===== src/rtl/spi_slave_regfile.sv =====
// SPI mode-0 slave fronting a 16x8 register file: first byte of a frame is a command
// (bit7 read, bits3:0 start address), following bytes stream data with an auto-incrementing pointer.
module spi_slave_regfile #(
    parameter logic [7:0] STATUS_BYTE = 8'h5A
) (
    input  logic       clk_clk,
    input  logic       reset_reset_n,
    input  logic       spi_sclk,
    input  logic       spi_ss_n,
    input  logic       spi_mosi,
    output logic       spi_miso,
    input  logic [3:0] local_addr,
    output logic [7:0] local_rdata,
    output logic       wr_pulse,
    output logic [3:0] wr_addr,
    output logic [7:0] wr_data,
    output logic       frame_abort,
    output logic       busy
);

    typedef enum logic [1:0] {StIdle, StCmd, StWrData, StRdData} state_e;

    // Bit 0: first sync flop, bit 1: synchronized value, bit 2: previous value for edge detect.
    logic [2:0] sclk_sync_q;
    logic [2:0] ss_sync_q;
    logic [1:0] mosi_sync_q;

    state_e      state_q, state_d;
    logic [2:0]  bit_cnt_q, bit_cnt_d;
    logic [7:0]  rx_shift_q, rx_shift_d;
    logic [7:0]  tx_shift_q, tx_shift_d;
    logic [3:0]  ptr_q, ptr_d;
    logic        byte_done_q, byte_done_d;
    logic        wr_pulse_q, wr_pulse_d;
    logic [3:0]  wr_addr_q, wr_addr_d;
    logic [7:0]  wr_data_q, wr_data_d;
    logic        frame_abort_q, frame_abort_d;
    logic [1:0]  init_q, init_d;
    logic        armed_q, armed_d;
    logic [7:0]  regs_q [16];

    logic       sclk_rise, sclk_fall, ss_fall, ss_rise;
    logic [7:0] rx_byte;
    logic       reg_we;

    assign sclk_rise = sclk_sync_q[1] & ~sclk_sync_q[2];
    assign sclk_fall = ~sclk_sync_q[1] & sclk_sync_q[2];
    assign ss_fall   = ~ss_sync_q[1] & ss_sync_q[2];
    assign ss_rise   = ss_sync_q[1] & ~ss_sync_q[2];
    assign rx_byte   = {rx_shift_q[6:0], mosi_sync_q[1]};

    always_comb begin
        state_d       = state_q;
        bit_cnt_d     = bit_cnt_q;
        rx_shift_d    = rx_shift_q;
        tx_shift_d    = tx_shift_q;
        ptr_d         = ptr_q;
        byte_done_d   = byte_done_q;
        wr_pulse_d    = 1'b0;
        wr_addr_d     = wr_addr_q;
        wr_data_d     = wr_data_q;
        frame_abort_d = 1'b0;
        reg_we        = 1'b0;
        init_d        = (init_q == 2'd3) ? init_q : init_q + 2'd1;
        // Only accept a frame once a genuine SS_n-high level has been seen after reset.
        armed_d       = armed_q | ((init_q == 2'd3) & ss_sync_q[1]);

        if (state_q == StIdle) begin
            if (ss_fall && armed_q) begin
                state_d     = StCmd;
                tx_shift_d  = STATUS_BYTE;
                bit_cnt_d   = 3'd0;
                byte_done_d = 1'b0;
            end
        end else begin
            if (sclk_rise) begin
                rx_shift_d = rx_byte;
                bit_cnt_d  = bit_cnt_q + 3'd1;
                if (bit_cnt_q == 3'd7) begin
                    byte_done_d = 1'b1;
                    case (state_q)
                        StCmd: begin
                            state_d = rx_byte[7] ? StRdData : StWrData;
                            ptr_d   = rx_byte[3:0];
                        end
                        StWrData: begin
                            reg_we     = 1'b1;
                            wr_pulse_d = 1'b1;
                            wr_addr_d  = ptr_q;
                            wr_data_d  = rx_byte;
                            ptr_d      = ptr_q + 4'd1;
                        end
                        default: ;
                    endcase
                end
            end
            if (sclk_fall) begin
                if (byte_done_q) begin
                    byte_done_d = 1'b0;
                    if (state_q == StRdData) begin
                        tx_shift_d = regs_q[ptr_q];
                        ptr_d      = ptr_q + 4'd1;
                    end else begin
                        tx_shift_d = 8'h00;
                    end
                end else begin
                    tx_shift_d = {tx_shift_q[6:0], 1'b0};
                end
            end
            // A byte completing on the same cycle as deselect still counts as whole.
            if (ss_rise) begin
                state_d = StIdle;
                if (bit_cnt_d != 3'd0) begin
                    frame_abort_d = 1'b1;
                end
            end
        end
    end

    always_ff @(posedge clk_clk) begin
        if (!reset_reset_n) begin
            sclk_sync_q   <= 3'b000;
            ss_sync_q     <= 3'b111;
            mosi_sync_q   <= 2'b00;
            state_q       <= StIdle;
            bit_cnt_q     <= 3'd0;
            rx_shift_q    <= 8'h00;
            tx_shift_q    <= 8'h00;
            ptr_q         <= 4'd0;
            byte_done_q   <= 1'b0;
            wr_pulse_q    <= 1'b0;
            wr_addr_q     <= 4'd0;
            wr_data_q     <= 8'h00;
            frame_abort_q <= 1'b0;
            init_q        <= 2'd0;
            armed_q       <= 1'b0;
            for (int i = 0; i < 16; i++) begin
                regs_q[i] <= 8'h00;
            end
        end else begin
            sclk_sync_q   <= {sclk_sync_q[1:0], spi_sclk};
            ss_sync_q     <= {ss_sync_q[1:0], spi_ss_n};
            mosi_sync_q   <= {mosi_sync_q[0], spi_mosi};
            state_q       <= state_d;
            bit_cnt_q     <= bit_cnt_d;
            rx_shift_q    <= rx_shift_d;
            tx_shift_q    <= tx_shift_d;
            ptr_q         <= ptr_d;
            byte_done_q   <= byte_done_d;
            wr_pulse_q    <= wr_pulse_d;
            wr_addr_q     <= wr_addr_d;
            wr_data_q     <= wr_data_d;
            frame_abort_q <= frame_abort_d;
            init_q        <= init_d;
            armed_q       <= armed_d;
            if (reg_we) begin
                regs_q[ptr_q] <= rx_byte;
            end
        end
    end

    assign busy        = (state_q != StIdle);
    assign spi_miso    = busy ? tx_shift_q[7] : 1'b0;
    assign local_rdata = regs_q[local_addr];
    assign wr_pulse    = wr_pulse_q;
    assign wr_addr     = wr_addr_q;
    assign wr_data     = wr_data_q;
    assign frame_abort = frame_abort_q;

endmodule


===== config.mk =====
export PLATFORM = sky130hd
export DESIGN_NAME = spi_slave_regfile
export DESIGN_NICKNAME = d
export VERILOG_FILES = /design/src/rtl/spi_slave_regfile.sv
export SDC_FILE = /design/constraint.sdc
export NUM_CORES = 1
export LEC_CHECK = 0
export CAP_MARGIN = 20
export CORE_ASPECT_RATIO = 0.6
export CORE_MARGIN = 8
export CORE_UTILIZATION = 35
export DETAILED_ROUTE_END_ITERATION = 10
export GPL_TIMING_DRIVEN = 0
export PLACE_DENSITY_LB_ADDON = 0.12
export SLEW_MARGIN = 15
export SYNTH_ARGS = -nofsm -noshare
export SYNTH_HDL_FRONTEND = slang
export SYNTH_SLANG_ARGS = --single-unit

===== constraint.sdc =====
create_clock -name clk_clk -period 2.2 [get_ports clk_clk]
set_input_delay 0.44 -clock clk_clk [delete_from_list [all_inputs] [get_ports clk_clk]]
set_output_delay 0.44 -clock clk_clk [all_outputs]
set_load 0.03 [all_outputs]

Yosys cells after proc, flatten, opt, wreduce, memory -nomap -nowiden:

Memory sizes are Yosys's and may differ from the RTL's. A register that Yosys moved wholly into a read port is not among the register bits.
Index checks and enable logic that the tools add are counted.

* flip-flop bits (word level): 50
* input bits: 9
* memories: 1
* latch bits: 0
* memory bits (read-only): 0
* bits in writable memories: 128
* word-level logic and storage cells: 95
* output and inout port bits: 24

* multiplexer cells: 43
* $mul: 0
* add/sub/neg operators: 3
* eq/ne operators: 6
* bitwise gates (word level): 13
* $lt $le $gt $ge: 0
* reduce and logical (&&, ||, !) cells: 14
* shifts and indexed selects: 0
* divide/modulo/power cells: 0

Memory list
* regs_q: words 16, bits a word 8, rd ports 2, clocked after memory_dff 1, write ports 16, RTL line 40 `logic [7:0] regs_q [16];`

Operators with widths (count)
* two-way mux 8 bit: 6
* two-way mux 4 bit: 8
* two-way mux 1 bit: 18
* two-way mux 2 bit: 6
* two-way mux 3 bit: 4
* nonzero test 3 bit: 4
* case mux 4 bit (2 select lines): 1
* AND reduction 4 bit: 2
* OR reduction 8 bit: 1
* inverter 1 bit: 7
* == test 2 bit, second input constant: 3
* AND 1 bit: 5
* adder 4 x 1 -> 4 bit, second input constant: 1
* AND reduction 2 bit: 2
* nonzero test 2 bit: 2
* adder 3 x 1 -> 3 bit, second input constant: 1
* == test 3 bit, second input constant: 1
* OR reduction 3 bit: 1
* adder 2 x 1 -> 2 bit, second input constant: 1
* == test 2 x 1 -> 1 bit, second input constant: 1
* logical NOT 2 bit: 1
* inequality test 2 x 1 -> 1 bit, second input constant: 1
* logical AND 1 bit: 1
* bitwise OR 1 bit: 1

Depth between registers and ports, before layout:

* word-level depth: 10
* gate-level depth with buffers: 8
* depth with buffers taken out: 6

Worst setup path after synthesis:

No wires, ideal clock.

* path kind: register to register
* from: reg bit_cnt_q[0]
* to: mem regs_q[10][0] (enable)
* period minus slack after synthesis: 2.432 ns
* setup time: 0.384 ns
* arrival time: 2.048 ns
* path slack: -0.232 ns
* buffers on the path: 2
* cell stages (with the launch flop): 8
* path through: dfxtp_1 ha_1 ha_1 and3b_1 clkbuf_1 nand3_1 clkbuf_1 o21ai_0

RTL lines
* from (decl): RTL line 29 `logic [2:0] bit_cnt_q, bit_cnt_d;`
* from (signal assigned): RTL line 145 `bit_cnt_q <= bit_cnt_d;`
* to (decl): RTL line 40

==> results.md <==
- CTS Sinks: 182
- Hold Vio Cnt, Final: 0
- Final wirelength: 29.8 mm
- TritonRoute pass-1 iters: 6
- Largest stage delay on the critical path: 560 ps
- Layout cells sized above 1: between 20 and 25%
- Worst path required time: 1760 ps
- Failing checks: negative setup slack
- Slowest cell on crit path: mux4_2
- Static leakage: 0.00380 uW
- Die ar.: 0.0318 mm2
- Clock buffer depth: 2
- Vias per std cell: 5.53
- Ports: 33
- Die Height: 141 um
- Final core occ: a little over two fifths
- Pins Over Slew Limit: 0
- VDD IR max: roughly 0.41 mV
- TNS Setup: -2850 ps
- Skew final: 9.37 ps
- Initial antenna violation count: 0
- Vias: 6544
- Initial Util: 35.2%
- Clk pwr share: 39.0%
- Max-cap violations: 0
- GRT Overall Usage: 18.9%
- RSZ-0062 raised after global routing: true
- Most frequent cells in the layout: edfxtp_1, and2_1, mux2i_1
- Commonest non-fill, non-tap cell in the layout: edfxtp_1
- Largest net degree at the start of global routing: 17
- FMAX: 387 MHz
- Worst reg2reg startpoint: state_q[0]$_SDFFE_PN0P_
- DP Wirelength: 22.7 mm
- P_int: 5800 uW
- Synthesized area per cell: 12.5 um2
- Reg clk slew, reported paths: 70 ps
- CTS tree: yes
- Final setup fails: 8
- Multi-input gate area: 0.00422 mm2
- Htree depth: 4
- Worst setup SP type: register
- End of the critical path: local_rdata[5]
- Sequential-to-total area share from yosys stat: 53.7%
- Most used cell, CP: mux4_2
- Gr ovfl total: 0
- Normalized max-slew margin: between 30% and 40%
- R2R Setup Slk: around 40 ps
- Instance count of the mapped netlist: approximately 730
- Final critical-path required period: 2580 ps
- Final instance area: 0.0112 mm2
- P&R area growth vs syn: 21.9%
- Combinational share of power: 11.1%
- PD cells: 694 mW/mm2
- Sw Share: between 20 and 30%
- HP Class: in2reg
- Ys Warns: 0
- Crit path buffers/inverters: 1
- Skew-Pair Late Insertion Delay: about 440 ps
- Syn Nets: 753
- Synth unique cells: 47
- Routed len/inst: 25.2 um
- Placement Cell Area: 0.0100 mm2
- Area occupied by registers: between 0.004 and 0.005 mm2
- Top delay family on crit path: multiplexers
- NumNets Final: 831
- Status: finished, violations left
- Number of routed nets with antenna violations: 0
- Crit. End Element: primary output
- Fillers: 2381
- RD Place Congestion: 0.901
- Global-route wire length before repair: 43.1 mm
- Drt drc: 0
- Switch Pwr: 1960 uW
- Diodes inserted: 0
- Crit path depth: 3
- Worst-path fanout max: 2
- Row count: 46
- Period utilization: 117%
- CP Cell Sequence: mux4_2 -> mux4_2 -> buf_6
- CTS Root Cell: clkbuf_16
- Slew @ Worst Pin: 926 ps
- Worst reg2reg path depth: 6
- Setup crit start: regs_q[3][5]$_SDFFCE_PN0P_
- Fin worst setup slack: -383 ps
- I/O Buffers: 29
- WS Path Type: reg2out
- Sequential fraction of design power: 49.9%
- Mapped cell area: between 0.009 and 0.01 mm2
- Synthesized flop and latch total: 182
- Place WS: -1610 ps
- CP Data Arrival Time: 2140 ps
- DIE WIDTH: roughly 230 um
- Number of global-route vias before repair: 6158
- Total CTS buffers: 17
- Worst reg2reg path endpoint: regs_q[3][7]$_SDFFCE_PN0P_
- Core outline area: 0.0261 mm2
- Initial DRC count: 778
## synthesized netlist by cell type (all sizes together)
cell type / count / area (um2)
edfxtp: 128 / 3840
and2: 124 / 776
dfxtp: 54 / 1080
mux2i: 53 / 531
mux4: 53 / 1200
nand2: 52 / 195
clkbuf: 40 / 151
nor2: 31 / 116
a21oi: 24 / 120
buf: 22 / 126
o21ai: 21 / 105
a22oi: 17 / 128
nor3: 17 / 85.1
ha: 11 / 138
inv: 10 / 37.5
nand4: 10 / 62.6
nand2b: 8 / 50.1
nand3: 8 / 40.0
a31oi: 7 / 43.8
nor2b: 6 / 37.5
nor4: 5 / 31.3
and4b: 3 / 30.0
mux2: 3 / 33.8
nand3b: 3 / 22.5
o221ai: 3 / 26.3
a311oi: 2 / 17.5
and3b: 2 / 17.5
xor2: 2 / 17.5
a21o: 1 / 7.51
a32o: 1 / 10.0
a41oi: 1 / 8.76
and3: 1 / 6.26
and4: 1 / 8.76
clkinv: 1 / 3.75
nand4b: 1 / 8.76
o211a: 1 / 10.0
o22a: 1 / 8.76
o311a: 1 / 10.0
o32a: 1 / 10.0
o32ai: 1 / 8.76
or3b: 1 / 8.76
or4: 1 / 7.51
## metal layers
metal	share of wire, %	track usage [%]
met2	37	22.8
met1	50	30.0
met5	0	0
met4	1.0	3.50
met3	12	7.57
## cells by family (layout without fill, tap and decap cells)
logic type	Yosys count	after routing	share of synthesized area, %
simple gates	274	274	16.4
flops	182	182	53.7
mux	109	109	19.2
compound gates	82	82	5.60
buf+inv	73	164	3.48
fa+ha+maj	11	11	1.50
xor+xnor	2	2	0.191
## repair_timing
item,CTS,global route
endpoints found under the setup margin,278,234
hold buffers,0,0
pin swaps,10,6
buffers inserted,21,12
hold endpoints to repair,0,0
resized for setup,138,28
## per-stage QoR
stage                     total power, uW  cells  hold slack (ps)
final                                7760   1184              372
after global routing                 8000   1184              383
after CTS                            7770   1174              433
after detailed placement             4710   1124              411
after global placement               4690   1122              402
after floorplan                      4410    733              386
## power groups by stage
stage,Combinational (uW),Sequential (uW),Clock [uW]
6_report,864,3870,3030
5_1_grt,906,3880,3220
4_1_cts,831,3860,3080
3_5_place_dp,766,3940,0
3_3_place_gp,752,3940,0
2_1_floorplan,525,3890,0
## sequential cells by signal, indices dropped and copies added, names as in the netlist, named ones only
name,count
wr_addr,4
ss_sync_q,3
init_q,2
byte_done_q,1
tx_shift_q,8
bit_cnt_q,3
rx_shift_q,7
wr_data,8
wr_pulse,1
frame_abort,1
ptr_q,4
mosi_sync_q,2
sclk_sync_q,3
state_q,2
regs_q,128
armed_q,1
## area by class of cell
type                            count  area share (%)
Clock buffer                       21            4.20
Clock inverter                     11           0.883
Sequential cell                   182            44.0
Multi-Input combinational cell    478            37.7
Timing Repair Buffer               64            5.61
Tap cell                          360            4.02
Buffer                             57            3.23
Inverter                           11           0.369
## worst min-delay path by stage
stage | from | to | slack, ps | depth (start not counted)
detailed placement | ss_sync_q[0]$_SDFF_PN1_ | ss_sync_q[1]$_SDFF_PN1_ | 410 | 1
floorplan | ss_sync_q[0]$_SDFF_PN1_ | ss_sync_q[1]$_SDFF_PN1_ | 390 | 1
global route | reset_reset_n | ss_sync_q[0]$_SDFF_PN1_ | 380 | 2
global placement | ss_sync_q[0]$_SDFF_PN1_ | ss_sync_q[1]$_SDFF_PN1_ | 400 | 1
finish | reset_reset_n | ss_sync_q[1]$_SDFF_PN1_ | 370 | 2
CTS | ss_sync_q[0]$_SDFF_PN1_ | ss_sync_q[1]$_SDFF_PN1_ | 430 | 1
No activity file was read; power rests on OpenSTA's default activity.
